[config.mk]
export PLATFORM = sky130hd
export DESIGN_NAME = ota_cmp_decimator
export DESIGN_NICKNAME = d
export VERILOG_FILES = /design/src/rtl/ota_cmp_pkg.sv /design/src/rtl/ota_cmp_debounce.sv /design/src/rtl/ota_cmp_decimator.sv
export SDC_FILE = /design/constraint.sdc
export NUM_CORES = 1
export LEC_CHECK = 0
export BUFFER_PORTS_ARGS = -buffer_cell sky130_fd_sc_hd__buf_2
export CORE_AREA = 8 8 102 58
export CTS_CLUSTER_DIAMETER = 120
export DETAILED_ROUTE_END_ITERATION = 10
export DIE_AREA = 0 0 110 66
export PLACE_DENSITY = 0.74
export SYNTH_ARGS = -nofsm -noshare
export SYNTH_HDL_FRONTEND = slang
export SYNTH_SLANG_ARGS = --single-unit
[constraint.sdc]
create_clock -name clk -period 2.3 [get_ports clk]
set_input_delay 0.23 -clock clk [delete_from_list [all_inputs] [get_ports clk]]
set_output_delay 0.23 -clock clk [all_outputs]
set_load 0.01 [all_outputs]
[src/rtl/ota_cmp_pkg.sv]
// Shared definitions for the comparator decimator slice.
// Contents: FSM state encoding, default parameter values, derived window and
// settle lengths for the defaults, and a saturating 8-bit increment helper.
package ota_cmp_pkg;

    typedef enum logic [1:0] {
        ST_IDLE   = 2'd0,
        ST_SETTLE = 2'd1,
        ST_ACCUM  = 2'd2
    } state_e;

    localparam int DEF_SYNC_STAGES = 2;
    localparam int DEF_DEB_LEN     = 4;
    localparam int DEF_WIN_LOG2    = 8;
    localparam int DEF_OUT_W       = 8;

    localparam int WIN_LEN    = 1 << DEF_WIN_LOG2;
    localparam int SETTLE_LEN = DEF_SYNC_STAGES + DEF_DEB_LEN;

    // Increment an 8-bit counter by inc, sticking at 255.
    function automatic logic [7:0] sat_inc8(input logic [7:0] val, input logic inc);
        logic [7:0] res;
        if (inc && (val != 8'hFF)) begin
            res = val + 8'd1;
        end else begin
            res = val;
        end
        return res;
    endfunction

endpackage

[src/rtl/ota_cmp_debounce.sv]
// Synchronizer plus run-length debounce filter for the raw comparator bit.
// Ports:
//   clk, rst_n  - clock and asynchronous active-low reset
//   clear       - synchronous soft clear of chain, filter and run counter
//   cmp_in      - raw comparator output, asynchronous to clk
//   cmp_filt    - filtered decision; flips only after DEB_LEN consecutive
//                 synchronized samples disagree with it
module ota_cmp_debounce
    import ota_cmp_pkg::*;
#(
    parameter int SYNC_STAGES = DEF_SYNC_STAGES,
    parameter int DEB_LEN     = DEF_DEB_LEN
) (
    input  logic clk,
    input  logic rst_n,
    input  logic clear,
    input  logic cmp_in,
    output logic cmp_filt
);

    localparam int RUN_W = (DEB_LEN > 1) ? $clog2(DEB_LEN) : 1;
    localparam logic [RUN_W-1:0] RUN_LAST = RUN_W'(DEB_LEN - 1);

    logic [SYNC_STAGES-1:0] sync_r;
    logic [RUN_W-1:0]       run_cnt_r;
    logic                   filt_r;
    logic                   cmp_s;

    assign cmp_s    = sync_r[SYNC_STAGES-1];
    assign cmp_filt = filt_r;

    // Synchronizer shift chain; sample enters at bit 0.
    always_ff @(posedge clk or negedge rst_n) begin
        if (!rst_n) begin
            sync_r <= '0;
        end else if (clear) begin
            sync_r <= '0;
        end else begin
            sync_r <= {sync_r[SYNC_STAGES-2:0], cmp_in};
        end
    end

    // Run-length filter: count consecutive disagreeing samples, flip on the last one.
    always_ff @(posedge clk or negedge rst_n) begin
        if (!rst_n) begin
            filt_r    <= 1'b0;
            run_cnt_r <= '0;
        end else if (clear) begin
            filt_r    <= 1'b0;
            run_cnt_r <= '0;
        end else if (cmp_s != filt_r) begin
            if (run_cnt_r == RUN_LAST) begin
                filt_r    <= ~filt_r;
                run_cnt_r <= '0;
            end else begin
                run_cnt_r <= run_cnt_r + RUN_W'(1);
            end
        end else begin
            run_cnt_r <= '0;
        end
    end

endmodule

[src/rtl/ota_cmp_decimator.sv]
// Decimates the debounced comparator decision over 2^WIN_LOG2-cycle windows.
// Ports:
//   clk, rst_n     - clock and asynchronous active-low reset
//   cmp_in         - raw comparator output (asynchronous)
//   enable         - level; 1 runs settle + back-to-back windows
//   clear          - synchronous soft clear (wins over window completion)
//   cmp_filt       - synchronized, debounced decision (always running)
//   density        - ones-density code of the last complete window
//   toggles        - cmp_filt transitions in the last window, saturating at 255
//   density_valid  - one-cycle pulse when density/toggles/overrange update
//   overrange      - last window was all ones
module ota_cmp_decimator
    import ota_cmp_pkg::*;
#(
    parameter int SYNC_STAGES = DEF_SYNC_STAGES,
    parameter int DEB_LEN     = DEF_DEB_LEN,
    parameter int WIN_LOG2    = DEF_WIN_LOG2,
    parameter int OUT_W       = DEF_OUT_W
) (
    input  logic             clk,
    input  logic             rst_n,
    input  logic             cmp_in,
    input  logic             enable,
    input  logic             clear,
    output logic             cmp_filt,
    output logic [OUT_W-1:0] density,
    output logic [7:0]       toggles,
    output logic             density_valid,
    output logic             overrange
);

    localparam int CNT_W  = WIN_LOG2 + 1;
    localparam int SET_LEN = SYNC_STAGES + DEB_LEN;
    localparam int SET_W  = $clog2(SET_LEN) + 1;
    localparam logic [SET_W-1:0]    SET_LAST = SET_W'(SET_LEN - 1);
    localparam logic [WIN_LOG2-1:0] WIN_LAST = '1;

    state_e               state_r, state_s;
    logic [SET_W-1:0]     settle_r;
    logic [WIN_LOG2-1:0]  win_r;
    logic [CNT_W-1:0]     ones_r;
    logic [7:0]           tog_r;
    logic                 filt_d_r;
    logic [OUT_W-1:0]     density_r;
    logic [7:0]           toggles_r;
    logic                 valid_r;
    logic                 over_r;

    logic                 cmp_filt_s;
    logic [CNT_W-1:0]     count_s;
    logic [7:0]           tog_final_s;
    logic [OUT_W-1:0]     dens_next_s;
    logic                 over_next_s;
    logic                 win_end_s;

    ota_cmp_debounce #(
        .SYNC_STAGES (SYNC_STAGES),
        .DEB_LEN     (DEB_LEN)
    ) u_debounce (
        .clk      (clk),
        .rst_n    (rst_n),
        .clear    (clear),
        .cmp_in   (cmp_in),
        .cmp_filt (cmp_filt_s)
    );

    assign cmp_filt      = cmp_filt_s;
    assign density       = density_r;
    assign toggles       = toggles_r;
    assign density_valid = valid_r;
    assign overrange     = over_r;

    // FSM state register; clear forces IDLE.
    always_ff @(posedge clk or negedge rst_n) begin
        if (!rst_n) begin
            state_r <= ST_IDLE;
        end else if (clear) begin
            state_r <= ST_IDLE;
        end else begin
            state_r <= state_s;
        end
    end

    // FSM next-state logic.
    always_comb begin
        state_s = state_r;
        case (state_r)
            ST_IDLE: begin
                if (enable) begin
                    state_s = ST_SETTLE;
                end else begin
                    state_s = ST_IDLE;
                end
            end
            ST_SETTLE: begin
                if (!enable) begin
                    state_s = ST_IDLE;
                end else if (settle_r == SET_LAST) begin
                    state_s = ST_ACCUM;
                end else begin
                    state_s = ST_SETTLE;
                end
            end
            ST_ACCUM: begin
                if (!enable) begin
                    state_s = ST_IDLE;
                end else begin
                    state_s = ST_ACCUM;
                end
            end
            default: begin
                state_s = ST_IDLE;
            end
        endcase
    end

    // Window arithmetic: the final count includes the current cycle's sample.
    always_comb begin
        count_s     = ones_r + CNT_W'(cmp_filt_s);
        tog_final_s = sat_inc8(tog_r, cmp_filt_s ^ filt_d_r);
        dens_next_s = '1;
        over_next_s = 1'b1;
        win_end_s   = 1'b0;
        if (count_s[WIN_LOG2]) begin
            dens_next_s = '1;
            over_next_s = 1'b1;
        end else begin
            dens_next_s = count_s[WIN_LOG2-1 -: OUT_W];
            over_next_s = 1'b0;
        end
        if ((state_r == ST_ACCUM) && (win_r == WIN_LAST)) begin
            win_end_s = 1'b1;
        end else begin
            win_end_s = 1'b0;
        end
    end

    // Counters, accumulators and result registers. A window end reports even
    // if enable falls on the same edge; clear overrides it.
    always_ff @(posedge clk or negedge rst_n) begin
        if (!rst_n) begin
            settle_r  <= '0;
            win_r     <= '0;
            ones_r    <= '0;
            tog_r     <= 8'd0;
            filt_d_r  <= 1'b0;
            density_r <= '0;
            toggles_r <= 8'd0;
            valid_r   <= 1'b0;
            over_r    <= 1'b0;
        end else if (clear) begin
            settle_r  <= '0;
            win_r     <= '0;
            ones_r    <= '0;
            tog_r     <= 8'd0;
            filt_d_r  <= 1'b0;
            density_r <= '0;
            toggles_r <= 8'd0;
            valid_r   <= 1'b0;
            over_r    <= 1'b0;
        end else begin
            // Tracking every cycle means the last SETTLE cycle seeds the compare.
            filt_d_r <= cmp_filt_s;
            valid_r  <= 1'b0;
            case (state_r)
                ST_SETTLE: begin
                    settle_r <= settle_r + SET_W'(1);
                    win_r    <= '0;
                    ones_r   <= '0;
                    tog_r    <= 8'd0;
                end
                ST_ACCUM: begin
                    settle_r <= '0;
                    win_r    <= win_r + WIN_LOG2'(1);
                    if (win_end_s) begin
                        ones_r    <= '0;
                        tog_r     <= 8'd0;
                        density_r <= dens_next_s;
                        toggles_r <= tog_final_s;
                        over_r    <= over_next_s;
                        valid_r   <= 1'b1;
                    end else begin
                        ones_r <= count_s;
                        tog_r  <= tog_final_s;
                    end
                end
                default: begin
                    settle_r <= '0;
                    win_r    <= '0;
                    ones_r   <= '0;
                    tog_r    <= 8'd0;
                end
            endcase
        end
    end

endmodule
==> results.sh <==
export IMPL_antennaDiodeCount=0
export IMPL_syn_nets=220
export IMPL_holdBufCountCts=0
export IMPL_grt_pass1_vias=1591
export IMPL_async_reset_ff_share_pct=100
export IMPL_cts_setup_buffers=0
export IMPL_startpoint_type="flip-flop"
export IMPL_cts_tree="built"
export IMPL_die_y_um=66
export IMPL_utilization_pct=58.2
export IMPL_slowest_stage="dfrtp_1"
export IMPL_syn_area_um2=2370
export IMPL_setup_tns_final_ns=0
export IMPL_cts_sinks=55
export IMPL_grt_overflow_total=0
export IMPL_io_pins=24
export IMPL_dr_pass1_iters=4
export IMPL_grt_pass1_wl_um=7850
export IMPL_drive_gt1_share_pct=17.7
export IMPL_first_iter_violations=89
export IMPL_syn_to_final_growth_pct=12.2
export IMPL_avgSynthCellArea_um2=11.4
export IMPL_critPathCaptureType="flip-flop"
export IMPL_setup_violations=0
export IMPL_place_congestion=0.837
export IMPL_final_hold_violation_count=0
export IMPL_yosys_warnings=0
export IMPL_path_clk_slew_ns=0.09
export IMPL_finClkSkew_ns=0.00296
export IMPL_grt_max_degree=56
export IMPL_crit_type="flip-flop to flip-flop"
export IMPL_synthFlopType="dfrtp_1"
export IMPL_cts_resized=0
export IMPL_cp_max_fo=7
export IMPL_fin_crit_sh_pct=86.4
export IMPL_hp_class="primary input to async pin"
export IMPL_crit_chain="ha_1 -> ha_1 -> nand3_1 -> nor2_1 -> xnor2_1 -> buf_4 -> a21oi_1 -> a21o_1"
export IMPL_max_slew_worst_pin_slew_ns=0.680
export IMPL_synth_seq_cells=55
export IMPL_clock_latency_ns=0.30
export IMPL_final_common_cell="dfrtp_1"
export IMPL_fin_crit_ns=1.99
export IMPL_required_ns=2.50
export IMPL_cts_made_buffers=5
export IMPL_max_freq_mhz=503
export IMPL_drv_cap=0
export IMPL_clockBufferDepth=2
export IMPL_max_slew_margin_pct=54.7
export IMPL_dieArea_um2=7260
export IMPL_dp_hpwl_um=3070
export IMPL_wl_per_cell_um=14.9
export IMPL_critPathBufInv=1
export IMPL_nNetsFinal=249
export IMPL_seq_area_frac_synth_pct=58.1
export IMPL_antenna_found_initial=0
export IMPL_crit_top_cell="ha_1"
export IMPL_critPathArrivalTime_ns=2.18
export IMPL_path_delay_family="adder cells"
export IMPL_cts_root_buf="clkbuf_8"
export IMPL_vdd_drop_max_v=0.000267
export IMPL_mostFrequentLayoutCells="55 x dfrtp_1, 35 x nor2_1, 23 x buf_2"
export IMPL_viasPerCell=5.37
export IMPL_slew_viol_final=0
export IMPL_status="complete, no violations"
export IMPL_io_buffers=23
export IMPL_power_density_nw_per_um2=579
export IMPL_slowest_delay_ns=0.48
export IMPL_ant_nets=0
export IMPL_p_leak_nw=1.35
export IMPL_ctsHtreeMaxLevel=2
export IMPL_synth_edf_count=0
export IMPL_ys_types=36
export IMPL_die_w_um=110
export IMPL_drc=0
export IMPL_rsz0062_at_grt="false"
export IMPL_synthCells=208
export IMPL_core_um2=4570
export IMPL_vias=1594
export IMPL_placementRows=18
export IMPL_drt_total_wl_um=4430
export IMPL_start_util_pct=51.8
export IMPL_grt_total_usage_pct=13.9
report_power, final:
part	switching [W]	internal, W
Combinational	0.0000294	0.00000882
Clock	0.000292	0.000237
Sequential	0.00000262	0.000970
Total	0.000324	0.00122
sequential cells by signal, indices dropped and copies added (netlist names):
name / cells
ones_r: 9
density: 8
tog_r: 8
toggles: 8
win_r: 8
settle_r: 4
state_r: 2
u_debounce.run_cnt_r: 2
u_debounce.sync_r: 2
density_valid: 1
filt_d_r: 1
overrange: 1
u_debounce.cmp_filt: 1
cells by family (layout without fill, tap and decap cells):
| group | Yosys count | count (layout) | share of synthesized area, % |
|---|---|---|---|
| fa+ha+maj | 7 | 7 | 3.70 |
| xor+xnor | 21 | 21 | 8.08 |
| mux | 4 | 4 | 1.69 |
| compound gates | 31 | 31 | 9.71 |
| flops | 55 | 55 | 58.1 |
| simple gates | 79 | 79 | 16.8 |
| buf+inv | 11 | 40 | 1.90 |
final timing paths:
kind	startpoint	to	slack, ns	cells after the start
worst min-delay path	rst_n	u_debounce.run_cnt_r[1]$_DFF_PN0_	0.04	2
worst min register to register	u_debounce.run_cnt_r[0]$_DFF_PN0_	u_debounce.run_cnt_r[0]$_DFF_PN0_	0.46	1
max in group asynchronous	rst_n	tog_r[3]$_DFF_PN0_	1.80	2
worst max register to register	u_debounce.cmp_filt$_DFFE_PN0P_	density[2]$_DFFE_PN0P_	0.31	8
min in group clk	cmp_in	u_debounce.sync_r[0]$_DFF_PN0_	0.16	2
worst max-delay path	u_debounce.cmp_filt$_DFFE_PN0P_	density[2]$_DFFE_PN0P_	0.31	8
layer usage:
layer,vias to the layer above,global-route usage (%),wire length [um]
li1,764,-,-
met1,801,19.5,2340
met2,22,19.5,1800
met3,7,4.67,239
met4,0,4.51,48
met5,-,0,0
Yosys cell counts, types with 2 or more instances:
cell type | instances | area share (%)
clkbuf_1 | 3 | 0.48
and3_1 | 4 | 1.1
nor2b_1 | 3 | 0.79
nor3b_1 | 3 | 0.95
and4_1 | 2 | 0.74
nor2_1 | 35 | 5.5
mux2i_1 | 4 | 1.7
nand2b_1 | 4 | 1.1
nand3_1 | 11 | 2.3
buf_2 | 3 | 0.63
xor2_1 | 10 | 3.7
xnor2_1 | 10 | 3.7
a21oi_1 | 10 | 2.1
a21o_1 | 9 | 2.9
nand4_1 | 3 | 0.79
o2bb2ai_1 | 5 | 1.8
ha_1 | 7 | 3.7
inv_1 | 5 | 0.79
dfrtp_1 | 55 | 58
nand2_1 | 6 | 0.95
cell type report:
cell class                 instances  area (um2)
sequential                        55        1380
multi-input combinational        142         948
fill                             403        1910
timing repair buffer              28         153
inverter                           5        18.8
clock inverter                     1        5.00
clock buffer                       6        82.6
tap                               60        75.1
metrics by stage:
| stage | power, W | cells | instance area [um2] | setup slack, ns | hold slack, ns |
|---|---|---|---|---|---|
| global route | 0.00161 | 297 | 2660 | 0.195 | 0.0942 |
| global placement | 0.00103 | 290 | 2570 | 0.436 | 0.404 |
| floorplan | 0.00100 | 208 | 2370 | 0.382 | -0.0656 |
| detailed placement | 0.00103 | 290 | 2570 | 0.355 | 0.397 |
| finish | 0.00154 | 297 | 2660 | 0.314 | 0.0390 |
| CTS | 0.00156 | 297 | 2660 | 0.332 | 0.0661 |
Note: power is estimated with default switching activity, not from simulation.
